**config.mk**
```make
export PLATFORM = sky130hd
export DESIGN_NAME = clk_div
export DESIGN_NICKNAME = d
export VERILOG_FILES = /design/src/rtl/clk_div.sv
export SDC_FILE = /design/constraint.sdc
export NUM_CORES = 1
export LEC_CHECK = 0
export ABC_AREA = 1
export CORE_AREA = 2 2 73 75
export DETAILED_ROUTE_END_ITERATION = 6
export DIE_AREA = 0 0 75 77
export PLACE_DENSITY = 0.79
export SYNTH_ARGS = -nofsm -noshare
export SYNTH_HDL_FRONTEND = slang
export SYNTH_SLANG_ARGS = --single-unit
```
**constraint.sdc**
```tcl
create_clock -name clk -period 2.2 [get_ports clk]
set_input_delay 0.22 -clock clk [delete_from_list [all_inputs] [get_ports clk]]
set_output_delay 0.22 -clock clk [all_outputs]
set_load 0.01 [all_outputs]
```
**src/rtl/clk_div.sv**
```systemverilog
// clk_div: programmable 50%-duty clock divider.
// The output toggles every `division` clk cycles. A division of 0 behaves
// like 1. `division` may be changed at run time without a reset. The count
// is never cleared on a change, and the >= compare makes an oversized count
// toggle on the next edge.
// Optional feature macro: CLKDIV_TICK_EN adds a one-cycle `tick` pulse in
// the cycle after each `divided` transition.
module clk_div #(
  parameter int DIV_W = 25
) (
  input  logic             clk,
  input  logic             rst,
  input  logic [DIV_W-1:0] division,
`ifdef CLKDIV_TICK_EN
  output logic             tick,
`endif
  output logic             divided
);

  logic [DIV_W-1:0] cnt_reg;
  logic [DIV_W-1:0] cnt_next;
  logic [DIV_W-1:0] lim;
  logic             toggle;

  // Effective limit and toggle decision; division 0 clamps to a limit of 0.
  always_comb begin
    lim      = '0;
    toggle   = 1'b0;
    cnt_next = cnt_reg;
    if (division != '0) begin
      lim = division - 1'b1;
    end
    if (cnt_reg >= lim) begin
      toggle   = 1'b1;
      cnt_next = '0;
    end else begin
      cnt_next = cnt_reg + 1'b1;
    end
  end

  // Half-period counter and output flop; divided is driven straight from the register.
  always_ff @(posedge clk or posedge rst) begin
    if (rst) begin
      cnt_reg <= '0;
      divided <= 1'b0;
    end else begin
      cnt_reg <= cnt_next;
      if (toggle) begin
        divided <= ~divided;
      end
    end
  end

`ifdef CLKDIV_TICK_EN
  // Tick flop: high for the one cycle following each toggle event.
  always_ff @(posedge clk or posedge rst) begin
    if (rst) begin
      tick <= 1'b0;
    end else begin
      tick <= toggle;
    end
  end
`endif

endmodule

```
==> results of run 1 <==
==> through the flow <==
step	setup TNS, ns	setup slack [ns]
4_1_cts	-2.36	-0.108
6_report	-16.85	-0.727
5_1_grt	-24.67	-0.990
2_1_floorplan	-0.280	-0.0174
3_3_place_gp	-20.77	-0.822
3_5_place_dp	-22.33	-0.907
==> worst max-delay path, cell delays in order <==
cell and delay, ns:
buf_2 0.14, nor2_2 0.19, nand2_1 0.16, nor2_2 0.14, nand2_2 0.12, inv_4 0.12, buf_12 0.12, nand2_8 0.08
buf_4 0.16, nand3_2 0.17, ha_4 0.25, nand2_2 0.15, nor2_4 0.06, nand2_2 0.14, nor2_2 0.06, nand2_1 0.09
nand2_2 0.08, nor2_4 0.13, nand3_4 0.11, buf_4 0.16, buf_6 0.13, nor2_2 0.13
==> power breakdown <==
part           switching (uW)  internal, uW  total (uW)  leakage (uW)
combinational             246           202         449       0.00173
clock                     161           161         321     0.0000288
sequential               16.4           485         501      0.000350
==> worst max-delay path by stage <==
stage                           start          end  slack, ns  depth (start not counted)
final                     division[9]   cnt_reg[0]      -0.73                         22
after global routing      division[7]  cnt_reg[18]      -0.99                         18
after CTS                 division[0]   cnt_reg[7]      -0.11                         23
after detailed placement  division[1]  cnt_reg[14]      -0.91                         21
after global placement    division[1]  cnt_reg[24]      -0.82                         21
after floorplan           division[1]   cnt_reg[0]      -0.02                         21
==> placed cells by master, fill, tap and decap left out, types with 2 or more instances in the layout <==
cell / count
a21o_1: 2
a21oi_1: 7
a21oi_2: 3
buf_12: 3
buf_2: 9
buf_4: 91
buf_6: 8
clkbuf_2: 6
clkbuf_8: 4
clkdlybuf4s50_1: 2
dfrtp_1: 26
dlygate4sd2_1: 3
ha_1: 9
ha_4: 18
inv_1: 32
inv_2: 8
nand2_1: 82
nand2_2: 22
nand2_4: 4
nand3_1: 16
nand3_2: 15
nand3_4: 2
nand3b_1: 2
nand4_1: 19
nor2_1: 32
nor2_2: 20
nor2_4: 33
nor3_1: 5
nor3_2: 3
nor3_4: 3
o21ai_1: 3
o21bai_1: 4
or2_2: 5
or2_4: 2
xnor2_1: 7
xor2_1: 15
==> kinds of logic after synthesis <==
kind of cell / share of synthesized area
and+or+nand+nor: 0.452
buffers and inverters: 0.0702
adders and majority gates: 0.121
DFF: 0.234
AOI/OAI and AO/OA: 0.0499
xor gates and xnor gates: 0.0724
==> layout make-up <==
| cell class | count | area (um^2) | share of cell area |
|---|---|---|---|
| clock buffers | 4 | 55.1 | 0.0120 |
| inverters | 43 | 184 | 0.0402 |
| multi-input cells | 340 | 2610 | 0.570 |
| flip-flops and latches | 26 | 651 | 0.142 |
| well taps | 70 | 87.6 | 0.0191 |
| repair buffers | 125 | 991 | 0.216 |
==> layer usage <==
layer,GRT usage,part of all wire,wire (um)
met1,0.421,0.31,4730
met2,0.600,0.42,6360
met3,0.0434,0.14,2130
met4,0.180,0.13,1900
met5,0,0,0
==> what timing repair did <==
| item | CTS | global route |
|---|---|---|
| setup buffers | 33 | 10 |
| endpoints found under the setup margin | 26 | 26 |
| gates resized for setup | 154 | 86 |
| pin swaps | 57 | 58 |
| endpoints found under the hold margin | 0 | 0 |
| cloned | 2 | 0 |
==> run_results.csv, run 1 <==
group,metric,value,unit
synth,synth_ff_type,"dfrtp_1",
worst_setup_path,r2r-end,"cnt_reg[18]",
sta,setup_viol,26,
place,place_area,0.00360,mm^2
synth,synth_top_area_share,0.234,
power,p_per_area,278,mW/mm^2
worst_setup_path,worstSetupEndpointType,"flop",
sta,fmax,342,MHz
drt,num_vias,4149,
status,violations,"design-rule violations, negative setup slack",
sta,worst_hold_slack,0.294,ns
synth,post-synth-top-count-cell,"nand2_1",
worst_setup_path,reg2reg_depth,10,
global_route,grt_pass1_wl,15800,um
floorplan,placementRows,26,
layout,fill_cells,187,
synth,ys_types,29,
synth,synthCells,412,
synth,ys_warn_count,0,
clock_network,cts.hold.buffers_added,0,
global_route,grt_max_degree,27,
layout,fin_cells,608,
power,p_leak,0.00211,uW
clock_network,cts_buffers,3,
place,dp_hpwl,5700,um
layout,layout-drive-gt1-share,0.498,
global_route,track_usage,0.352,
drt,wl,15100,um
clock_network,cts_max_path_buffers,2,
synth,async_reset_ff_frac,1.00,
floorplan,initial_core_util,0.559,
floorplan,core-area,0.00498,mm^2
clock_network,cts.sink_count,26,
drt,vias_per_cell,6.82,
sta,timing.final.ws_setup,-0.727,ns
global_route,first_global_vias,3495,
sta,min_period_over_period,1.33,
synth,synthesis.nets,466,
hold_path,hold_path_class,"primary input to asynchronous set/reset pin",
clock_network,insertion_delay,0.28,ns
drt,drcViolationCount,3,
place,place_congestion,0.905,
synth,ys_seq_area_frac,0.234,
worst_setup_path,r2r-start,"cnt_reg[18]",
floorplan,pin_count,28,
sta,slew_violations,0,
synth,synth_commonest_cells,"104 x nand2_1, 74 x nor2_1, 38 x inv_1",
synth,ys_seq_elements,26,
sta,grt_setup_unrepaired,"yes",
layout,final_nets,593,
synth,synth_edf_count,0,
synth,synth_top_area_cell,"dfrtp_1",
drt,drtPass1Iterations,7,
place,io_buffers,27,
floorplan,die_w,75,um
worst_setup_path,crit_required,2.40,ns
sta,hold_viol_final,0,
sta,tightest_slew,0.454,ns
layout,final_cell_area,0.00458,mm^2
layout,largest_reg_flops,25,
layout,utilization,0.920,
worst_setup_path,critPathKind,"primary input to flop",
drt,antenna_left,0,
run,maxCapViolations,0,
layout,num_antenna_cells,0,
sta,slew-limit-headroom,0.696,
clock_network,cts_tree,"built",
global_route,antenna_found_initial,0,
clock_network,cts-htree-levels,1,
sta,fin_skew,0.00703,ns
synth,synth_area_leaders,"dfrtp_1 23%, nand2_1 14%, ha_1 12%",
synth,syn_area_per_cell,6.75,um^2
place,dp.cells,562,
clock_network,cts-root-buf,"clkbuf_8",
worst_setup_path,start_kind,"primary input",
clock_network,cts.reportedPaths.clkPinSlew,0.09,ns
sta,min_period,2.93,ns
synth,synth_area,0.00278,mm^2
worst_setup_path,crit_fanout,8,
power,power,1270,uW
floorplan,die_area,0.00578,mm^2
drt,drt-initial-drc-count,709,
worst_setup_path,reg2reg_slack,0.01,ns
floorplan,dieHeight,77,um
status,status,"finished, violations left",
worst_setup_path,critPathArrivalTime,3.13,ns
power,ir_worst_vdd,0.400,mV
layout,synthToLayoutAreaGrowth,64.6,%
drt,routedWlPerCell,24.9,um
global_route,overflow,0,
No activity file was read; power rests on OpenSTA's default activity.
==> run 2: changes to the inputs <==
Settings changed: SKIP_CTS_REPAIR_TIMING from default to 1.
==> run 2 against run 1 <==
The run ends with negative setup slack left. Non-clock buffer count shrank 27. Global-route usage is 8.7 points lower. Via count shrank 20%. Register-to-register slack better by 0.27 ns. First-iteration DRC count decreased by 65%. Critical endpoint is now cnt_reg[14]. Largest power group unchanged.
==> run_results.csv, run 2 (synthesized netlist as in run 1, its figures left out) <==
group,metric,value,unit
place,place_congestion,0.905,
power,p_leak,0.00213,uW
worst_setup_path,start_kind,"primary input",
global_route,track_usage,0.265,
worst_setup_path,crit_top_cell,"nand4_1",
worst_setup_path,crit_chain,"clkbuf_2, nor2_2, nand4_1, buf_4, nor3_4, nand2_1, xnor2_1, nand2_1, ha_1, nand4_1, nor2_1, nand4_1, nand3_4, buf_12, nor2_4",
floorplan,die_w,75,um
worst_setup_path,startpoint,"division[3]",
worst_setup_path,crit_required,2.38,ns
floorplan,placementRows,26,
sta,tightest_slew,0.352,ns
drt,drt-initial-drc-count,246,
sta,slew-limit-headroom,0.765,
sta,timing.final.ws_setup,-0.290,ns
worst_setup_path,critPathKind,"primary input to flop",
sta,grt_setup_unrepaired,"yes",
status,status,"finished, violations left",
global_route,first_global_vias,2932,
sta,fmax,402,MHz
worst_setup_path,r2r-start,"cnt_reg[16]",
power,ir_worst_vdd,0.388,mV
layout,num_antenna_cells,0,
drt,drtPass1Iterations,5,
hold_path,hold_path_class,"primary input to asynchronous set/reset pin",
worst_setup_path,r2r-end,"cnt_reg[23]",
worst_setup_path,reg2reg_slack,0.28,ns
worst_setup_path,crit_end,"cnt_reg[14]",
drt,drcViolationCount,0,
global_route,overflow,0,
sta,setup_tns,-7.03,ns
worst_setup_path,crit_fanout,8,
drt,num_vias,3338,
clock_network,cts-htree-levels,1,
clock_network,cts_max_path_buffers,2,
clock_network,cts_tree,"built",
sta,min_period_over_period,1.13,
worst_setup_path,reg2reg_depth,11,
layout,synthToLayoutAreaGrowth,54.0,%
global_route,antenna_found_initial,0,
floorplan,core-area,0.00498,mm^2
sta,setup_viol,26,
clock_network,cts.reportedPaths.clkPinSlew,0.09,ns
sta,fin_skew,0.00326,ns
drt,wl,9940,um
power,p_per_area,277,mW/mm^2
layout,layout-drive-gt1-share,0.391,
layout,final_cell_mix,"91 x nand2_1, 66 x buf_4, 33 x inv_1",
sta,hold_viol_final,0,
clock_network,cts.sink_count,26,
worst_setup_path,critPathArrivalTime,2.67,ns
worst_setup_path,worstSetupEndpointType,"flop",
layout,largest_reg_flops,25,
clock_network,insertion_delay,0.28,ns
layout,final_nets,567,
floorplan,dieHeight,77,um
run,maxCapViolations,0,
global_route,grt_max_degree,27,
drt,routedWlPerCell,17.1,um
worst_setup_path,slowest_stage,"ha_1",
place,io_buffers,27,
layout,fill_cells,264,
status,violations,"negative setup slack",
layout,final_common_cell,"nand2_1",
sta,slew_violations,0,
floorplan,pin_count,28,
clock_network,cts_buffers,3,
global_route,grt_pass1_wl,12300,um
drt,vias_per_cell,5.74,
place,dp_hpwl,5700,um
clock_network,cts-root-buf,"clkbuf_8",
place,post-place-ws,-0.907,ns
worst_setup_path,max_stage_delay,0.32,ns
floorplan,die_area,0.00578,mm^2
sta,min_period,2.49,ns
power,power,1190,uW
floorplan,initial_core_util,0.559,
drt,antenna_left,0,
[run 2: cell types whose count changed in the layout (fill, tap and decap cells not counted), sizes merged]
cell / change
clkdlybuf4s15: -2
clkdlybuf4s50: +1
dlymetal6s2s: +18
buf: -41
dlygate4sd2: -3
nand2: +1
[run 2: worst min path at each step]
stage,endpoint
global route,divided
CTS,cnt_reg[8]
finish,cnt_reg[1]
detailed placement,cnt_reg[0]
global placement,cnt_reg[0]
floorplan,cnt_reg[0]
[run 2: layer usage]
layer,up-vias,GRT usage,part of all wire
met5,-,0,0
met4,0,0.0661,0.034
met3,40,0.0197,0.068
met2,175,0.460,0.51
met1,1584,0.350,0.39
li1,1539,-,-
[run 2: stage by stage]
step | cell area, um^2 | hold WS, ns | cells | util
6_report | 4280 | 0.288 | 582 | 0.860
5_1_grt | 4280 | 0.353 | 582 | 0.860
4_1_cts | 3660 | 0.305 | 566 | 0.735
3_5_place_dp | 3600 | 0.499 | 562 | 0.724
3_3_place_gp | 3600 | 0.482 | 562 | 0.724
2_1_floorplan | 2830 | 0.260 | 412 | -
[run 2: critical path: cells and delay by family]
| family | cells | cell delay, ns |
|---|---|---|
| and+or+nand+nor | 10 | 1.37 |
| buffers and inverters | 3 | 0.51 |
| adders and majority gates | 1 | 0.32 |
| xor gates and xnor gates | 1 | 0.25 |
[run 2: final cells by class]
type / instances / area (um^2) / area share
Tap cell: 70 / 87.6 / 0.0204
Timing Repair Buffer: 98 / 898 / 0.210
Multi-Input combinational cell: 341 / 2400 / 0.560
Sequential cell: 26 / 651 / 0.152
Inverter: 43 / 191 / 0.0447
Clock buffer: 4 / 55.1 / 0.0129
[run 2: report_power, final]
part	leakage (uW)	total [uW]	switching [uW]	internal (uW)
clock network	0.0000288	325	164	161
logic	0.00175	361	183	178
registers	0.000350	501	15.8	485
total	0.00213	1190	363	824
